$ cat src/rtl/memory_access_if.sv
// Handshake and data-bus bundle for the memory-access pipeline stage.
// The slave modport is the stage itself. The master modport is the surrounding pipeline and bus.
interface memory_access_if;
  logic        valid_i;
  logic        ready_o;
  logic [31:0] pc_i;
  logic [31:0] inst_i;
  logic [31:0] r0data_i;
  logic [31:0] r1data_i;
  logic [31:0] result_i;

  logic        valid_ro;
  logic        ready_i;
  logic [31:0] pc_ro;
  logic [31:0] inst_ro;
  logic [31:0] result_ro;
  logic        misalign_ro;

  logic        dmem_req_o;
  logic        dmem_we_o;
  logic [31:0] dmem_addr_o;
  logic [31:0] dmem_wdata_o;
  logic [3:0]  dmem_wstrb_o;
  logic        dmem_ack_i;
  logic [31:0] dmem_rdata_i;

  modport slave (
    input  valid_i, pc_i, inst_i, r0data_i, r1data_i, result_i,
    input  ready_i, dmem_ack_i, dmem_rdata_i,
    output ready_o, valid_ro, pc_ro, inst_ro, result_ro, misalign_ro,
    output dmem_req_o, dmem_we_o, dmem_addr_o, dmem_wdata_o, dmem_wstrb_o
  );

  modport master (
    output valid_i, pc_i, inst_i, r0data_i, r1data_i, result_i,
    output ready_i, dmem_ack_i, dmem_rdata_i,
    input  ready_o, valid_ro, pc_ro, inst_ro, result_ro, misalign_ro,
    input  dmem_req_o, dmem_we_o, dmem_addr_o, dmem_wdata_o, dmem_wstrb_o
  );
endinterface

$ cat src/rtl/memory_access.sv
// Memory-access pipeline stage. It passes ALU results through, flags bad or misaligned accesses,
// and performs one load or store at a time on a single-cycle-ack data bus.
module memory_access (
  input  logic           clk,
  input  logic           rst,
  memory_access_if.slave bus
);
  typedef enum logic {S_IDLE = 1'b0, S_WAIT = 1'b1} state_t;

  localparam logic [6:0] OP_LOAD  = 7'b0000011;
  localparam logic [6:0] OP_STORE = 7'b0100011;

  state_t      r_state;
  logic        r_valid, r_misalign, r_req, r_we, r_is_load;
  logic [31:0] r_pc, r_inst, r_result, r_addr, r_wdata, r_eff_addr;
  logic [3:0]  r_wstrb;
  logic [2:0]  r_funct3;

  logic        w_ready, w_accept, w_is_load, w_is_store, w_bad_f3, w_misalign;
  logic [2:0]  w_funct3;
  logic [31:0] w_imm, w_addr, w_wdata, w_rshift, w_load_data;
  logic [3:0]  w_wstrb;

  assign w_ready    = (r_state == S_IDLE) & (~r_valid | bus.ready_i);
  assign w_accept   = bus.valid_i & w_ready;
  assign w_funct3   = bus.inst_i[14:12];
  assign w_is_load  = (bus.inst_i[6:0] == OP_LOAD);
  assign w_is_store = (bus.inst_i[6:0] == OP_STORE);
  assign w_imm      = w_is_store ? {{20{bus.inst_i[31]}}, bus.inst_i[31:25], bus.inst_i[11:7]}
                                 : {{20{bus.inst_i[31]}}, bus.inst_i[31:20]};
  assign w_addr     = bus.r0data_i + w_imm;
  assign w_rshift   = bus.dmem_rdata_i >> {r_eff_addr[1:0], 3'b000};

  // NOTE: every always_comb output gets a default first so no path can infer a latch.
  always_comb begin
    w_bad_f3    = 1'b0;
    w_misalign  = 1'b0;
    w_wstrb     = 4'b1111;
    w_wdata     = bus.r1data_i;
    w_load_data = w_rshift;
    if (w_is_load)
      w_bad_f3 = (w_funct3 == 3'd3) | (w_funct3 == 3'd6) | (w_funct3 == 3'd7);
    else if (w_is_store)
      w_bad_f3 = (w_funct3 >= 3'd3);
    case (w_funct3[1:0])
      2'b00: begin
        w_wstrb = 4'b0001 << w_addr[1:0];
        w_wdata = {4{bus.r1data_i[7:0]}};
      end
      2'b01: begin
        w_misalign = w_addr[0];
        w_wstrb    = 4'b0011 << w_addr[1:0];
        w_wdata    = {2{bus.r1data_i[15:0]}};
      end
      2'b10:   w_misalign = (w_addr[1:0] != 2'b00);
      default: ;
    endcase
    case (r_funct3)
      3'd0:    w_load_data = {{24{w_rshift[7]}}, w_rshift[7:0]};
      3'd1:    w_load_data = {{16{w_rshift[15]}}, w_rshift[15:0]};
      3'd4:    w_load_data = {24'd0, w_rshift[7:0]};
      3'd5:    w_load_data = {16'd0, w_rshift[15:0]};
      default: ;
    endcase
  end

  // NOTE: all state is updated with non-blocking assignments so every register samples pre-edge values.
  always_ff @(posedge clk) begin
    if (rst) begin
      r_state    <= S_IDLE;
      r_valid    <= 1'b0;
      r_misalign <= 1'b0;
      r_req      <= 1'b0;
      r_we       <= 1'b0;
      r_wstrb    <= 4'b0;
      r_pc       <= '0;
      r_inst     <= '0;
      r_result   <= '0;
      r_addr     <= '0;
      r_wdata    <= '0;
      r_eff_addr <= '0;
      r_funct3   <= '0;
      r_is_load  <= 1'b0;
    end else begin
      case (r_state)
        S_IDLE: begin
          if (w_accept) begin
            r_pc       <= bus.pc_i;
            r_inst     <= bus.inst_i;
            r_misalign <= 1'b0;
            if (!(w_is_load | w_is_store)) begin
              r_valid  <= 1'b1;
              r_result <= bus.result_i;
            end else if (w_bad_f3) begin
              r_valid  <= 1'b1;
              r_result <= 32'hFFFF_FFFF;
            end else if (w_misalign) begin
              r_valid    <= 1'b1;
              r_misalign <= 1'b1;
              r_result   <= w_addr;
            end else begin
              r_state    <= S_WAIT;
              r_valid    <= 1'b0;
              r_req      <= 1'b1;
              r_we       <= w_is_store;
              r_addr     <= {w_addr[31:2], 2'b00};
              r_wdata    <= w_wdata;
              r_wstrb    <= w_is_store ? w_wstrb : 4'b0000;
              r_eff_addr <= w_addr;
              r_funct3   <= w_funct3;
              r_is_load  <= w_is_load;
            end
          end else if (r_valid & bus.ready_i) begin
            r_valid <= 1'b0;
          end
        end
        S_WAIT: begin
          // The bus signals are held unchanged until the single-cycle ack arrives.
          if (bus.dmem_ack_i) begin
            r_state    <= S_IDLE;
            r_req      <= 1'b0;
            r_valid    <= 1'b1;
            r_misalign <= 1'b0;
            r_result   <= r_is_load ? w_load_data : r_eff_addr;
          end
        end
        default: r_state <= S_IDLE;
      endcase
    end
  end

  assign bus.ready_o      = w_ready;
  assign bus.valid_ro     = r_valid;
  assign bus.pc_ro        = r_pc;
  assign bus.inst_ro      = r_inst;
  assign bus.result_ro    = r_result;
  assign bus.misalign_ro  = r_misalign;
  assign bus.dmem_req_o   = r_req;
  assign bus.dmem_we_o    = r_we;
  assign bus.dmem_addr_o  = r_addr;
  assign bus.dmem_wdata_o = r_wdata;
  assign bus.dmem_wstrb_o = r_wstrb;
endmodule

$ cat src/flat_wrapper.sv
// flat-port wrapper written by rule: the top's interface ports become plain ports
module memory_access_flat 
  (clk, rst, bus_valid_i, bus_pc_i, bus_inst_i, bus_r0data_i, bus_r1data_i, bus_result_i, bus_ready_i, bus_dmem_ack_i, bus_dmem_rdata_i, bus_ready_o, bus_valid_ro, bus_pc_ro, bus_inst_ro, bus_result_ro, bus_misalign_ro, bus_dmem_req_o, bus_dmem_we_o, bus_dmem_addr_o, bus_dmem_wdata_o, bus_dmem_wstrb_o);
  memory_access_if bus_i ();
  input  logic clk;
  input  logic rst;
  input wire logic [$bits(bus_i.valid_i)-1:0] bus_valid_i;
  input wire logic [$bits(bus_i.pc_i)-1:0] bus_pc_i;
  input wire logic [$bits(bus_i.inst_i)-1:0] bus_inst_i;
  input wire logic [$bits(bus_i.r0data_i)-1:0] bus_r0data_i;
  input wire logic [$bits(bus_i.r1data_i)-1:0] bus_r1data_i;
  input wire logic [$bits(bus_i.result_i)-1:0] bus_result_i;
  input wire logic [$bits(bus_i.ready_i)-1:0] bus_ready_i;
  input wire logic [$bits(bus_i.dmem_ack_i)-1:0] bus_dmem_ack_i;
  input wire logic [$bits(bus_i.dmem_rdata_i)-1:0] bus_dmem_rdata_i;
  output wire logic [$bits(bus_i.ready_o)-1:0] bus_ready_o;
  output wire logic [$bits(bus_i.valid_ro)-1:0] bus_valid_ro;
  output wire logic [$bits(bus_i.pc_ro)-1:0] bus_pc_ro;
  output wire logic [$bits(bus_i.inst_ro)-1:0] bus_inst_ro;
  output wire logic [$bits(bus_i.result_ro)-1:0] bus_result_ro;
  output wire logic [$bits(bus_i.misalign_ro)-1:0] bus_misalign_ro;
  output wire logic [$bits(bus_i.dmem_req_o)-1:0] bus_dmem_req_o;
  output wire logic [$bits(bus_i.dmem_we_o)-1:0] bus_dmem_we_o;
  output wire logic [$bits(bus_i.dmem_addr_o)-1:0] bus_dmem_addr_o;
  output wire logic [$bits(bus_i.dmem_wdata_o)-1:0] bus_dmem_wdata_o;
  output wire logic [$bits(bus_i.dmem_wstrb_o)-1:0] bus_dmem_wstrb_o;
  assign bus_i.valid_i = bus_valid_i;
  assign bus_i.pc_i = bus_pc_i;
  assign bus_i.inst_i = bus_inst_i;
  assign bus_i.r0data_i = bus_r0data_i;
  assign bus_i.r1data_i = bus_r1data_i;
  assign bus_i.result_i = bus_result_i;
  assign bus_i.ready_i = bus_ready_i;
  assign bus_i.dmem_ack_i = bus_dmem_ack_i;
  assign bus_i.dmem_rdata_i = bus_dmem_rdata_i;
  assign bus_ready_o = bus_i.ready_o;
  assign bus_valid_ro = bus_i.valid_ro;
  assign bus_pc_ro = bus_i.pc_ro;
  assign bus_inst_ro = bus_i.inst_ro;
  assign bus_result_ro = bus_i.result_ro;
  assign bus_misalign_ro = bus_i.misalign_ro;
  assign bus_dmem_req_o = bus_i.dmem_req_o;
  assign bus_dmem_we_o = bus_i.dmem_we_o;
  assign bus_dmem_addr_o = bus_i.dmem_addr_o;
  assign bus_dmem_wdata_o = bus_i.dmem_wdata_o;
  assign bus_dmem_wstrb_o = bus_i.dmem_wstrb_o;
  memory_access u_core (.clk(clk), .rst(rst), .bus(bus_i));
endmodule
$ cat config.mk
export PLATFORM = sky130hd
export DESIGN_NAME = memory_access_flat
export DESIGN_NICKNAME = d
export VERILOG_FILES = /design/src/rtl/memory_access_if.sv /design/src/rtl/memory_access.sv /design/src/flat_wrapper.sv
export SDC_FILE = /design/constraint.sdc
export NUM_CORES = 1
export LEC_CHECK = 0
export CORE_ASPECT_RATIO = 1.2
export CORE_MARGIN = 2
export CORE_UTILIZATION = 35
export CTS_CLUSTER_SIZE = 8
export DETAILED_ROUTE_END_ITERATION = 10
export PLACE_DENSITY = 0.66
export SLEW_MARGIN = 20
export SYNTH_ARGS = -nofsm -noshare
export SYNTH_HDL_FRONTEND = slang
export SYNTH_SLANG_ARGS = --single-unit
export TNS_END_PERCENT = 100
$ cat constraint.sdc
create_clock -name clk -period 6.97 [get_ports clk]
set_clock_uncertainty 0.05 [all_clocks]
set_input_delay 1.0455 -clock clk [delete_from_list [all_inputs] [get_ports clk]]
set_output_delay 1.0455 -clock clk [all_outputs]
set_load 0.02 [all_outputs]
==> reports/summary.md, run 1 <==
The flow ran to the end, and the final reports show no timing, DRC or antenna violations. Summed over all instances, the cell type with the most area after synthesis is dfxtp_1. Counting every sink on the clock net gives 173. At the pin with the least slew margin, the transition time is 1.10 ns. For the internal portion of total power, the log shows 1.78 mW. The multiplexer share of the synthesized area is 0.0337, and the top cell type's share of synthesized area is 0.354. Xor-xnor portion of the synthesized cell area: 0.0224. The tools report the maximum number of pins on one net before global-route repair as 99. The floorplan step defined a core boundary enclosing 27700 um^2.

The number of top-level design ports came out at 366. For this design the ratio of total power to cell area is 186 nW/um^2. The number of diodes was 0. The die is 157 um wide. The met2 track demand over resource in global routing was 0.407.

Global-route met3 utilization: 0.0586. For the met1 demand-to-capacity share in global routing, the log shows 0.331. In this design, the largest share of critical-path delay is due to simple AND/OR/NAND/NOR gates. The run gives 0 as the residual overflow from global routing. The run gives 0 as the initial antenna violation count.

The signal on the critical path passes through clkdlybuf4s50_1 > nor4_1 > and2_1 > nand2_1 > mux2_2 > ha_1 > inv_1 > fa_1 > nand2b_1 > a21boi_0 > o21ai_1 > nand2_2 > buf_4 > o211ai_1 > o21ai_1 > nor2_1. The reported max-cap violation count is 0. The first global-routing pass estimated 58.3 mm of wire. TritonCTS built the clock tree. The total count of max-transition violations in the final report was 0; the share of the cycle needed by the critical path after routing was 0.809.

Among all stages on the critical path, the largest delay is contributed by nor4_1. After synthesis, the largest family of logic cells by area is compound AO/OA/AOI/OAI gates. Together, buffers and inverters on the worst path number 3.

The tools report the fraction of the yosys area taken by sequential cells as 0.354. The total track usage is 0.254, and the post-synthesis instance total is 1300. The compound-gate portion of the synthesized area was 0.271; the total half-perimeter wirelength after legalization and detailed placement was 28.4 mm.

In the synthesized netlist, the cells that appear most often are nand2_1, dfxtp_1, a21oi_1. Counting the buffers created by CTS gives 17. The run gives 7.19 ns as the required arrival time at the worst endpoint. The area share of fa/ha/maj cells after synthesis is 0.0468. The worst hold-check slack was 0.405 ns; the minimum clock period was 5.64 ns. The switching part of the total power was 0.317; the power share of the clock group was 0.361.

The part of the power in registers is 0.402. The beginning of the worst register-to-register path was u_core.r_eff_addr[0]. The run gives 0.269 as the relative slew slack. The largest fanout on the critical path is 41, and the distinct cell type count after synthesis is 67. H-tree depth: 4. At the end of routability-driven placement, the weighted congestion stood at 0.894.

The CTS clock-pin slew for the worst setup and hold paths was 0.07 ns. Row generation in the floorplan step produced 67 rows. The tools report the netlist area before placement as 9790 um^2. Launch point of the worst hold path: u_core.bus.pc_ro[26]. The tree is rooted in a clkbuf_16. For this run, the number of Yosys warnings is 0. Averaged over all synthesized cells, the footprint is 7.53 um^2. Final count of negative-setup-slack endpoints: 0. The detailed router placed 10.7k vias in this run.

The placed instances occupy a cell area of 13500 um^2. The net count reported at finish is 1807. The logs give 0 for the post-detailed-route DRC marker count and 0.161 mV for the highest ir drop seen on vdd. The most prevalent standard cell on the critical path was o21ai_1. In this run the post-CTS setup repair buffer count came out at 0. In the post-synthesis netlist, the biggest area contributors are dfxtp_1, nand2_1, a21oi_1. Data on the critical path arrives at its endpoint at 5.86 ns. Summed over all failing endpoints, the final setup total negative slack is 0 ns. The worst setup path category is input pin to flop. Number of enable-type register cells in the synthesized netlist: 0. The fraction of final layout cells with drive strength greater than 1 came out at 0.0466.

The main flop type after synthesis is dfxtp_1. For the maximum frequency from static timing analysis, the log shows 177 MHz. Input and output buffers added on the ports amount to 363.

In this run, post-CTS hold repair placed 0 buffers. For the worst-skew pair, the clock arrives at the later sink with an insertion delay of 0.43 ns. STA classifies the critical path startpoint as an input pin. Endpoint type of the worst setup path: a flop. Among all cell types in the netlist, the one instantiated most often is nand2_1. For this run, the slowest stage of the critical path takes 0.83 ns.

After synthesis the netlist holds a flip-flop and latch count of 173. The run gives 10.2k as the via count of the first global-routing pass. Starting density of the core: 0.353. Setup repair after global routing left no endpoint under its margin. In this run the worst setup path begins at bus_inst_i[2]. Once layout is done, the placed cells without fillers occupy 14000 um^2.

Before antenna repair, the detailed router went through 5 iterations. Worst min-delay path category: flop to flop. The die covers 29300 um^2.

The combinational power share was 0.237; the number of design-rule violations left by the first detailed-router iteration was 698. Wires add up to 38.2 mm. The height of the die is 187 um, and the number of vias per cell is 5.42. The fraction of synthesis flops using an asynchronous set or reset pin was 0. The number of endpoints with negative hold slack in the final report is 0, and the post-synthesis simple-gate area fraction is 0.206. Dividing the detail-routed wire length by the instance count gives 19.4 um. The detail route stage leaves a number of antenna-violating nets equal to 0. After detailed placement, the design holds a cell count of 1934. For this design the static power due to leakage is 5.00 nW. For the post-cts gate resize count, the log shows 0. Buffer levels on the longest clock path: 2. The analysis attributes to net switching a power of 0.827 mW. Area added between synthesis and finish: 43.5%.

Layer carrying the most global-route usage: met2. For the final cell count without fillers, the log shows 1966.
==> power by group through the flow <==
stage / Sequential, mW / Combinational, mW / Clock [mW]
floorplan: 1.11 / 0.271 / 0
global route: 1.05 / 0.666 / 1.00
finish: 1.05 / 0.620 / 0.943
detailed placement: 1.07 / 0.614 / 0
global placement: 1.07 / 0.613 / 0
CTS: 1.05 / 0.617 / 0.963
==> cell type report <==
class                   instances  area [um^2]
repair buffers                377         3750
flip-flops and latches        173         3460
fillers                      2698        13700
multi-input cells             987         5710
well taps                     379          474
inverters                      18         67.6
clock inverters                14          145
clock buffers                  18          429
==> state kept, by name, summed over array words and instances, names as in the netlist <==
| signal | cells |
|---|---|
| u_core.bus.dmem_wdata_o | 32 |
| u_core.bus.inst_ro | 32 |
| u_core.bus.pc_ro | 32 |
| u_core.bus.result_ro | 32 |
| u_core.r_eff_addr | 31 |
| u_core.bus.dmem_wstrb_o | 4 |
| u_core.r_funct3 | 3 |
| u_core.bus.dmem_addr_o | 1 |
| u_core.bus.dmem_req_o | 1 |
| u_core.bus.dmem_we_o | 1 |
| u_core.bus.misalign_ro | 1 |
| u_core.bus.valid_ro | 1 |
| u_core.r_is_load | 1 |
| u_core.r_state | 1 |
==> layout by cell type (no fill, tap or decap), types with 24 or more instances in the layout <==
cell	Yosys	routed
nand2_1	262	260
a211oi_1	30	29
o21ai_0	50	50
a21oi_1	164	164
clkdlybuf4s50_1	0	362
nor2_1	126	125
a311oi_1	26	26
ha_1	35	35
o211ai_1	24	24
dfxtp_1	173	173
mux2i_1	24	24
nor3_1	24	24
==> per-stage QoR <==
stage	util	power, mW	setup WS [ns]
after floorplan	-	1.38	1.96
after global placement	0.485	1.68	1.10
after detailed placement	0.485	1.68	0.990
after CTS	0.506	2.63	1.43
after global routing	0.506	2.72	1.00
final	0.506	2.61	1.33
==> cells by family (layout without fill, tap and decap cells) <==
logic type	after synthesis	in the layout
AND/OR/NAND/NOR	480	480
AO/OA/AOI/OAI	412	412
flip-flops	173	173
buffers and inverters	141	427
adder cells (fa/ha/maj)	36	36
multiplexers	32	32
XOR/XNOR	25	25
other	1	2
==> path summary, 6_finish.rpt <==
check / endpoint / slack [ns] / depth (start not counted)
worst max-delay path: u_core.bus.result_ro[7] / 1.33 / 16
worst min-delay path: u_core.bus.pc_ro[26] / 0.41 / 2
worst max register to register: u_core.bus.result_ro[22] / 3.70 / 9
worst min register to register: u_core.bus.pc_ro[26] / 0.41 / 2
==> metal layers <==
| layer | part of all wire | wire [um] | vias to the layer above |
|---|---|---|---|
| met5 | 0 | 0 | - |
| met4 | 0.035 | 1320 | 0 |
| met3 | 0.081 | 3110 | 63 |
| met2 | 0.46 | 17600 | 430 |
| met1 | 0.42 | 16100 | 5016 |
| li1 | - | - | 5150 |
==> worst register-to-register path, cell delays in order, from the launching register on <==
cell and delay, ns:
dfxtp_1 0.31, buf_4 0.30, nor2b_1 0.57, o2bb2ai_1 0.21, mux2i_1 0.13, o31ai_2 0.88, o221a_2 0.40, nor2_1 0.04
nor4_1 0.16, and3_1 0.18
No activity file was read; power rests on OpenSTA's default activity.
==> run 2, diff against run 1 <==
==> constraint.sdc (replaced) <==
create_clock -name clk -period 5.7 [get_ports clk]
set_clock_uncertainty 0.05 [all_clocks]
set_input_delay 0.855 -clock clk [delete_from_list [all_inputs] [get_ports clk]]
set_output_delay 0.855 -clock clk [all_outputs]
set_load 0.02 [all_outputs]
==> run 2 against run 1 <==
First-iteration DRC count increased by 19%. Worst setup slack got worse by 0.65 ns. Sequential cell count unchanged. Via count up 1.2%. Die area did not move. Critical path type unchanged.
==> reports/summary.md, run 2 (synthesis gave the netlist of run 1 again) <==
The run finished with clean final reports. Number of top-level design ports: 366 (unchanged). Maximum number of pins on one net before global-route repair: 96 (-3.0%). The tools report the relative slew slack as 0.306 (+0.0373).

The logs give 0.509 (+0.00252) for the post-route core utilization and 0 (unchanged) for the total count of max-transition violations in the final report. Compared with the post-synthesis result, the final layout area differs by 44.2%. The number of design-rule violations left by the first detailed-router iteration was 830 (+19%). The tools report the number of endpoints with negative hold slack in the final report as 0 (unchanged). The number of sinks driven by the clock tree was 173 (unchanged).

The height of the die is 187 um (unchanged). The run gives 38.9 mm (+1.7%) as the total routed wirelength. The post-detailed-route DRC marker count was 0 (unchanged); the first-pass GRT wire length was 59.1 mm (+1.3%). The logs give 27700 um^2 (unchanged) for the core footprint and 0 ns (unchanged) for the final sum of negative setup slack. Static timing analysis puts the maximum clock frequency at 199 MHz. The initial antenna violation count is 0 (unchanged), and the switching part of the total power is 0.316 (-0.000363). The starting density of the core was 0.353 (unchanged); the number of vias per cell was 5.47 (+0.95%). The final weighted congestion of routability-driven global placement was 0.889 (-0.58%). The tools report the total number of vias as 10.8k (+1.2%). The share of the cycle needed by the critical path after routing was 0.880; the buffer levels on the longest clock path was 2 (unchanged).

For the part of the power in registers, the log shows 0.396 (-0.006). The number of buffers created by CTS was 17 (unchanged); the required arrival time at the worst endpoint was 5.94 ns (-1.25 ns). The run gives 0 (unchanged) as the cts-stage hold buffer count.

Number of buffers inserted by post-CTS setup repair: 0 (unchanged). Worst setup path category: input pin to flop. The count of antenna-violating nets left after detailed routing is 0 (unchanged). Cell count after placement: 1939 (+0.26%). The endpoint type of the worst setup path was a flop. The tools report the amount of wire on met3 after detailed routing as 3.18 mm (+2.3%). The total track usage is 0.257 (+0.00311), and the highest ir drop seen on vdd is 0.180 mV (+12%).

The width of the die was 157 um (unchanged); the static power due to leakage was 5.03 nW (+0.75%). The total half-perimeter wirelength after legalization and detailed placement came out at 28.9 mm (+1.7%). The clock insertion delay at the later pin of the skew report is 0.43 ns (about the same), and the wire length on met2 is 18.3 mm (+3.8%). For the net count reported at finish, the log shows 1812 (+0.28%). The combinational power share was 0.236 (about the same). The worst min-delay path category was flop to flop.

The power per unit of standard cell area came out at 229 nW/um^2 (+23%). The highest metal layer with signal wires was met4. The internal portion of total power was 2.21 mW (+24%); the CTS clock-pin slew for the worst setup and hold paths was 0.08 ns (about the same). The placed standard-cell area came out at 13500 um^2 (+0.37%). The minimum clock period was 5.02 ns. The power share of the clock group came out at 0.368 (+0.007).

The final cell count without fillers was 1971 (+0.25%). The average wire length per cell after detail routing was 19.7 um (+1.4%). TritonCTS built the clock tree.

The H-tree depth came out at 4 (unchanged). The residual overflow from global routing is 0 (unchanged). The root buffer selected by CTS was clkbuf_16. Data arrival time at the worst-slack endpoint: 5.25 ns (-0.61 ns). The largest fanout on the critical path works out to 10 (-76%). The measured slew at the worst slew-check pin was 1.03 ns (-0.0651 ns).

Kind of launch point of the worst setup path: an input pin. For the met1 wire length, the log shows 16.3 mm (+0.77%). The number of diodes was 0 (unchanged).

The library cells used most frequently in the layout, excluding fill and tap cells, are clkdlybuf4s50_1, nand2_1, dfxtp_1, a21oi_1, nor2_1. The tools report the via count of the first global-routing pass as 10.4k (+1.2%). Net switching power: 1.02 mW (+24%). The post-cts gate resize count was 0 (unchanged).

The number of buffers added on ports came out at 363 (unchanged). The area enclosed by the die boundary is 29300 um^2 (unchanged). The fraction of final layout cells with drive strength greater than 1 is 0.0503 (+0.00362), and the reported max-cap violation count is 0 (unchanged). The most common cell after layout, fill and taps aside was clkdlybuf4s50_1. The run gives 67 (unchanged) as the floorplan row count. The tools report the area of all placed cells without fillers as 14100 um^2 (+0.50%). Setup repair after global routing left no endpoint under its margin. The final count of negative-setup-slack endpoints was 0 (unchanged); the number of detailed-route iterations in the first pass was 5 (unchanged).
## run 2: cell count changes in the layout (fill, tap and decap cells not counted), sizes merged
cell	change
buf	+5
clkbuf	+1
clkinvlp	-1
## run 2: area by class of cell
cell class	count	area (um^2)
clock buffer	19	453
clock inverter	13	141
fill	2660	13600
inverter	18	67.6
multi-input combinational	987	5710
sequential	173	3460
tap	379	474
timing repair buffer	382	3800
## run 2: routing by layer
metal | vias up | track usage
met5 | - | 0
met4 | 0 | 0.0822
met3 | 55 | 0.0572
met2 | 500 | 0.426
met1 | 5076 | 0.331
li1 | 5157 | -
## run 2: per-stage QoR
stage	hold slack, ns	total power, mW	setup WS, ns
floorplan	0.395	1.69	0.877
finish	0.403	3.23	0.685
global placement	0.389	2.06	0.287
detailed placement	0.396	2.06	0.253
global route	0.418	3.36	0.308
CTS	0.407	3.25	0.698
## run 2: worst max-delay path: stages
cell and delay (ns):
clkdlybuf4s50_1 0.45, nor4_1 0.44, buf_4 0.20, and2_1 0.14, nand2_1 0.23, mux2_2 0.36
ha_1 0.21, inv_1 0.08, fa_1 0.20, nor2b_1 0.08, o2111ai_2 0.24, a21oi_2 0.11
or4_4 0.50, a41o_4 0.33, or4_4 0.49, a311oi_2 0.26, nor4_1 0.07
## run 2: final timing paths
check / from / to / slack (ns) / cells past startpoint
min: u_core.bus.inst_ro[4] / u_core.bus.inst_ro[4] / 0.40 / 2
max: bus_inst_i[2] / u_core.bus.result_ro[26] / 0.68 / 17
max reg2reg: u_core.r_eff_addr[0] / u_core.bus.result_ro[22] / 2.13 / 9
min reg2reg: u_core.bus.inst_ro[4] / u_core.bus.inst_ro[4] / 0.40 / 2
## run 2: power by group through the flow
stage | clock (mW) | combinational [mW] | sequential [mW]
floorplan | 0 | 0.332 | 1.36
global placement | 0 | 0.751 | 1.31
detailed placement | 0 | 0.754 | 1.31
CTS | 1.21 | 0.758 | 1.28
global route | 1.26 | 0.819 | 1.29
finish | 1.19 | 0.763 | 1.28
==> run 3, diff against run 2 <==
--- a/config.mk
+++ b/config.mk
@@ -5,7 +5,6 @@
 export SDC_FILE = /design/constraint.sdc
 export NUM_CORES = 1
 export LEC_CHECK = 0
-export CORE_ASPECT_RATIO = 1.2
 export CORE_MARGIN = 2
 export CORE_UTILIZATION = 35
 export CTS_CLUSTER_SIZE = 8
==> run 3 against run 2 <==
Cell count grew 0.30%. Maximum frequency rose by 1.9%. Clock power rose by 5%. Die area barely moved. Critical endpoint unchanged. Register-to-register slack better by 0.71 ns. Via count rose by 0.12%. Wire length increased by 1.7%. Critical path type unchanged. Largest power group unchanged. Global-route usage increased by 0.45 points.
==> reports/summary.md, run 3 (synthesis gave the netlist of run 1 again) <==
The run finished with clean final reports. The static power due to leakage came out at 5.08 nW (+0.92%). Buffer levels on the longest clock path: 2 (unchanged). Storage element area: 3460 um^2 (unchanged).

The library cell used most frequently in the layout, excluding fill and tap cells, is clkdlybuf4s50_1. The logs give 2721 (+2.3%) for the number of filler instances in the final layout and 1.04 mW (+1.9%) for the net switching power. The area added between synthesis and finish was 45.0%; the largest fanout on the critical path was 7 (-3). The tools report the number of top-level design ports as 366 (unchanged). Power share of the clock group: 0.380 (+0.012). The fraction of final layout cells with drive strength greater than 1 works out to 0.0532 (+0.00294). The kind of launch point of the worst setup path is an input pin. The area taken by multi-input logic gates is 5710 um^2 (about the same), and the highest ir drop seen on vdd is 0.155 mV (-14%). The number of vias per cell works out to 5.46 (-0.18%). The run gives 203 MHz (+1.9%) as the maximum frequency from static timing analysis. For the final cell count without fillers, the log shows 1977 (+0.30%). For the H-tree depth, the log shows 4 (unchanged).

The relative slew slack was 0.297 (-0.00950); the number of buffers added on ports was 363 (unchanged). The run gives 93 (-3.1%) as the maximum number of pins on one net before global-route repair. The count of antenna-violating nets left after detailed routing was 0 (unchanged); the total half-perimeter wirelength after legalization and detailed placement was 29.0 mm (+0.17%). The logs give 0 (unchanged) for the post-cts gate resize count and 3.28 mW (+1.6%) for the sum of internal, switching and leakage power.

The number of design-rule violations left by the first detailed-router iteration was 925 (+11%). The average wire length per cell after detail routing came out at 20.0 um (+1.4%). The run gives 2.24 mW (+1.4%) as the internal portion of total power.

The tools report the data arrival time at the worst-slack endpoint as 5.16 ns (-0.09 ns). The run gives 173 (unchanged) as the number of sinks driven by the clock tree. The CTS clock-pin slew for the worst setup and hold paths was 0.08 ns (about the same).

The worst setup path is captured at a flop. The run gives 29300 um^2 (about the same) as the area enclosed by the die boundary. The root buffer selected by CTS is clkbuf_16. The first-pass GRT wire length was 58.9 mm (-0.29%); the final weighted congestion of routability-driven global placement was 0.921 (+3.6%).

Via count of the first global-routing pass: 10.0k (-2.9%). For the number of buffers created by CTS, the log shows 17 (unchanged). The logs give 0 (unchanged) for the cts-stage hold buffer count and 0 (unchanged) for the number of buffers inserted by post-CTS setup repair.

The worst setup path is of the input pin to flop kind. The top cell types in the final layout, fill and taps aside, are clkdlybuf4s50_1, nand2_1, dfxtp_1, a21oi_1, nor2_1. The share of the cycle needed by the critical path after routing is 0.863 (-0.0168).

Setup repair after global routing left no endpoint under its margin. The switching part of the total power was 0.318 (+0.00105). The part of the power in registers was 0.390 (-0.006). TritonCTS built the clock tree. The net count reported at finish came out at 1818 (+0.33%).

The number of endpoints with negative hold slack in the final report was 0 (unchanged). The final sum of negative setup slack is 0 ns (unchanged). The logs give 10.8k (+0.12%) for the total number of vias and 0.354 (+0.00152) for the starting density of the core. For the final count of negative-setup-slack endpoints, the log shows 0 (unchanged). The total count of max-transition violations in the final report was 0 (unchanged). Measured slew at the worst slew-check pin: 1.05 ns (+0.0202 ns).

The tightest min-delay check is of the flop to flop type. The cell count after placement came out at 1944 (+0.26%). The width of the die came out at 171 um (+9.3%). The minimum clock period was 4.92 ns (-0.0957 ns); the initial antenna violation count was 1 (+1).

The logs give 0 (unchanged) for the residual overflow from global routing and 61 (-9.0%) for the floorplan row count. The tools report the reported max-cap violation count as 0 (unchanged). The height of the die is 171 um (-8.5%). The total routed wirelength was 39.5 mm (+1.7%). The core footprint is 27600 um^2 (-0.43%). The power per unit of standard cell area came out at 231 nW/um^2 (+1.1%).

Number of detailed-route iterations in the first pass: 5 (unchanged). The logs give 0.43 ns (about the same) for the clock insertion delay at the later pin of the skew report and 0 (unchanged) for the post-detailed-route DRC marker count. The combinational power share was 0.230 (-0.006). The total track usage came out at 0.262 (+0.00450). For the required arrival time at the worst endpoint, the log shows 5.94 ns (about the same).
run 3: cell types whose count changed in the layout (fill, tap and decap cells not counted):
cell	previous run	this run
buf_4	17	22
bufinv_16	0	1
clkinv_4	4	1
buf_12	2	3
inv_8	5	7
diode_2	0	1
o31ai_1	5	6
o31ai_2	1	0
clkinvlp_4	0	1
clkinv_8	2	3
clkbuf_8	2	0
run 3: final timing paths:
kind | start | to | slack [ns] | depth (start not counted)
setup / recovery | bus_inst_i[2] | u_core.bus.result_ro[26] | 0.78 | 17
hold / removal | u_core.bus.inst_ro[19] | u_core.bus.inst_ro[19] | 0.40 | 2
setup reg to reg | u_core.r_eff_addr[0] | u_core.bus.result_ro[9] | 2.84 | 7
hold reg to reg | u_core.bus.inst_ro[19] | u_core.bus.inst_ro[19] | 0.40 | 2
run 3: metal layers:
metal	wire length, um	vias up	track usage
met2	18200	466	0.415
met1	17500	5116	0.356
li1	-	5163	-
met3	2720	56	0.0518
met5	0	-	0
met4	1010	0	0.0870
run 3: metrics by stage:
step	setup slack [ns]	util	hold WS, ns	instance area (um^2)
after floorplan	0.877	-	0.395	9790
after global placement	0.305	0.491	0.391	13600
after detailed placement	0.290	0.491	0.395	13600
after CTS	0.753	0.514	0.405	14200
after global routing	0.546	0.514	0.424	14200
final	0.780	0.514	0.403	14200
run 3: final cells by class:
class                      instances  area share
multi-input combinational        987       0.402
timing repair buffer             388       0.272
sequential                       173       0.244
tap                              378      0.0333
clock buffer                      17      0.0300
clock inverter                    15      0.0135
inverter                          18     0.00476
antenna                            1    0.000176
run 3: critical path, cell delays in order:
cell	delay, ns
clkdlybuf4s50_1	0.44
nor4_1	0.44
buf_4	0.20
and2_1	0.14
nand2_1	0.16
mux2_2	0.32
ha_1	0.21
inv_1	0.08
fa_1	0.19
nor2b_1	0.08
o2111ai_2	0.27
a21oi_2	0.12
or4_4	0.52
a41o_4	0.34
or4_4	0.49
a311oi_2	0.24
nor4_1	0.07
run 3: power groups by stage:
| stage | clock network, mW | logic [mW] | registers (mW) |
|---|---|---|---|
| 2_1_floorplan | 0 | 0.332 | 1.36 |
| 3_3_place_gp | 0 | 0.745 | 1.31 |
| 3_5_place_dp | 0 | 0.747 | 1.31 |
| 4_1_cts | 1.27 | 0.752 | 1.28 |
| 5_1_grt | 1.32 | 0.813 | 1.29 |
| 6_report | 1.25 | 0.756 | 1.28 |
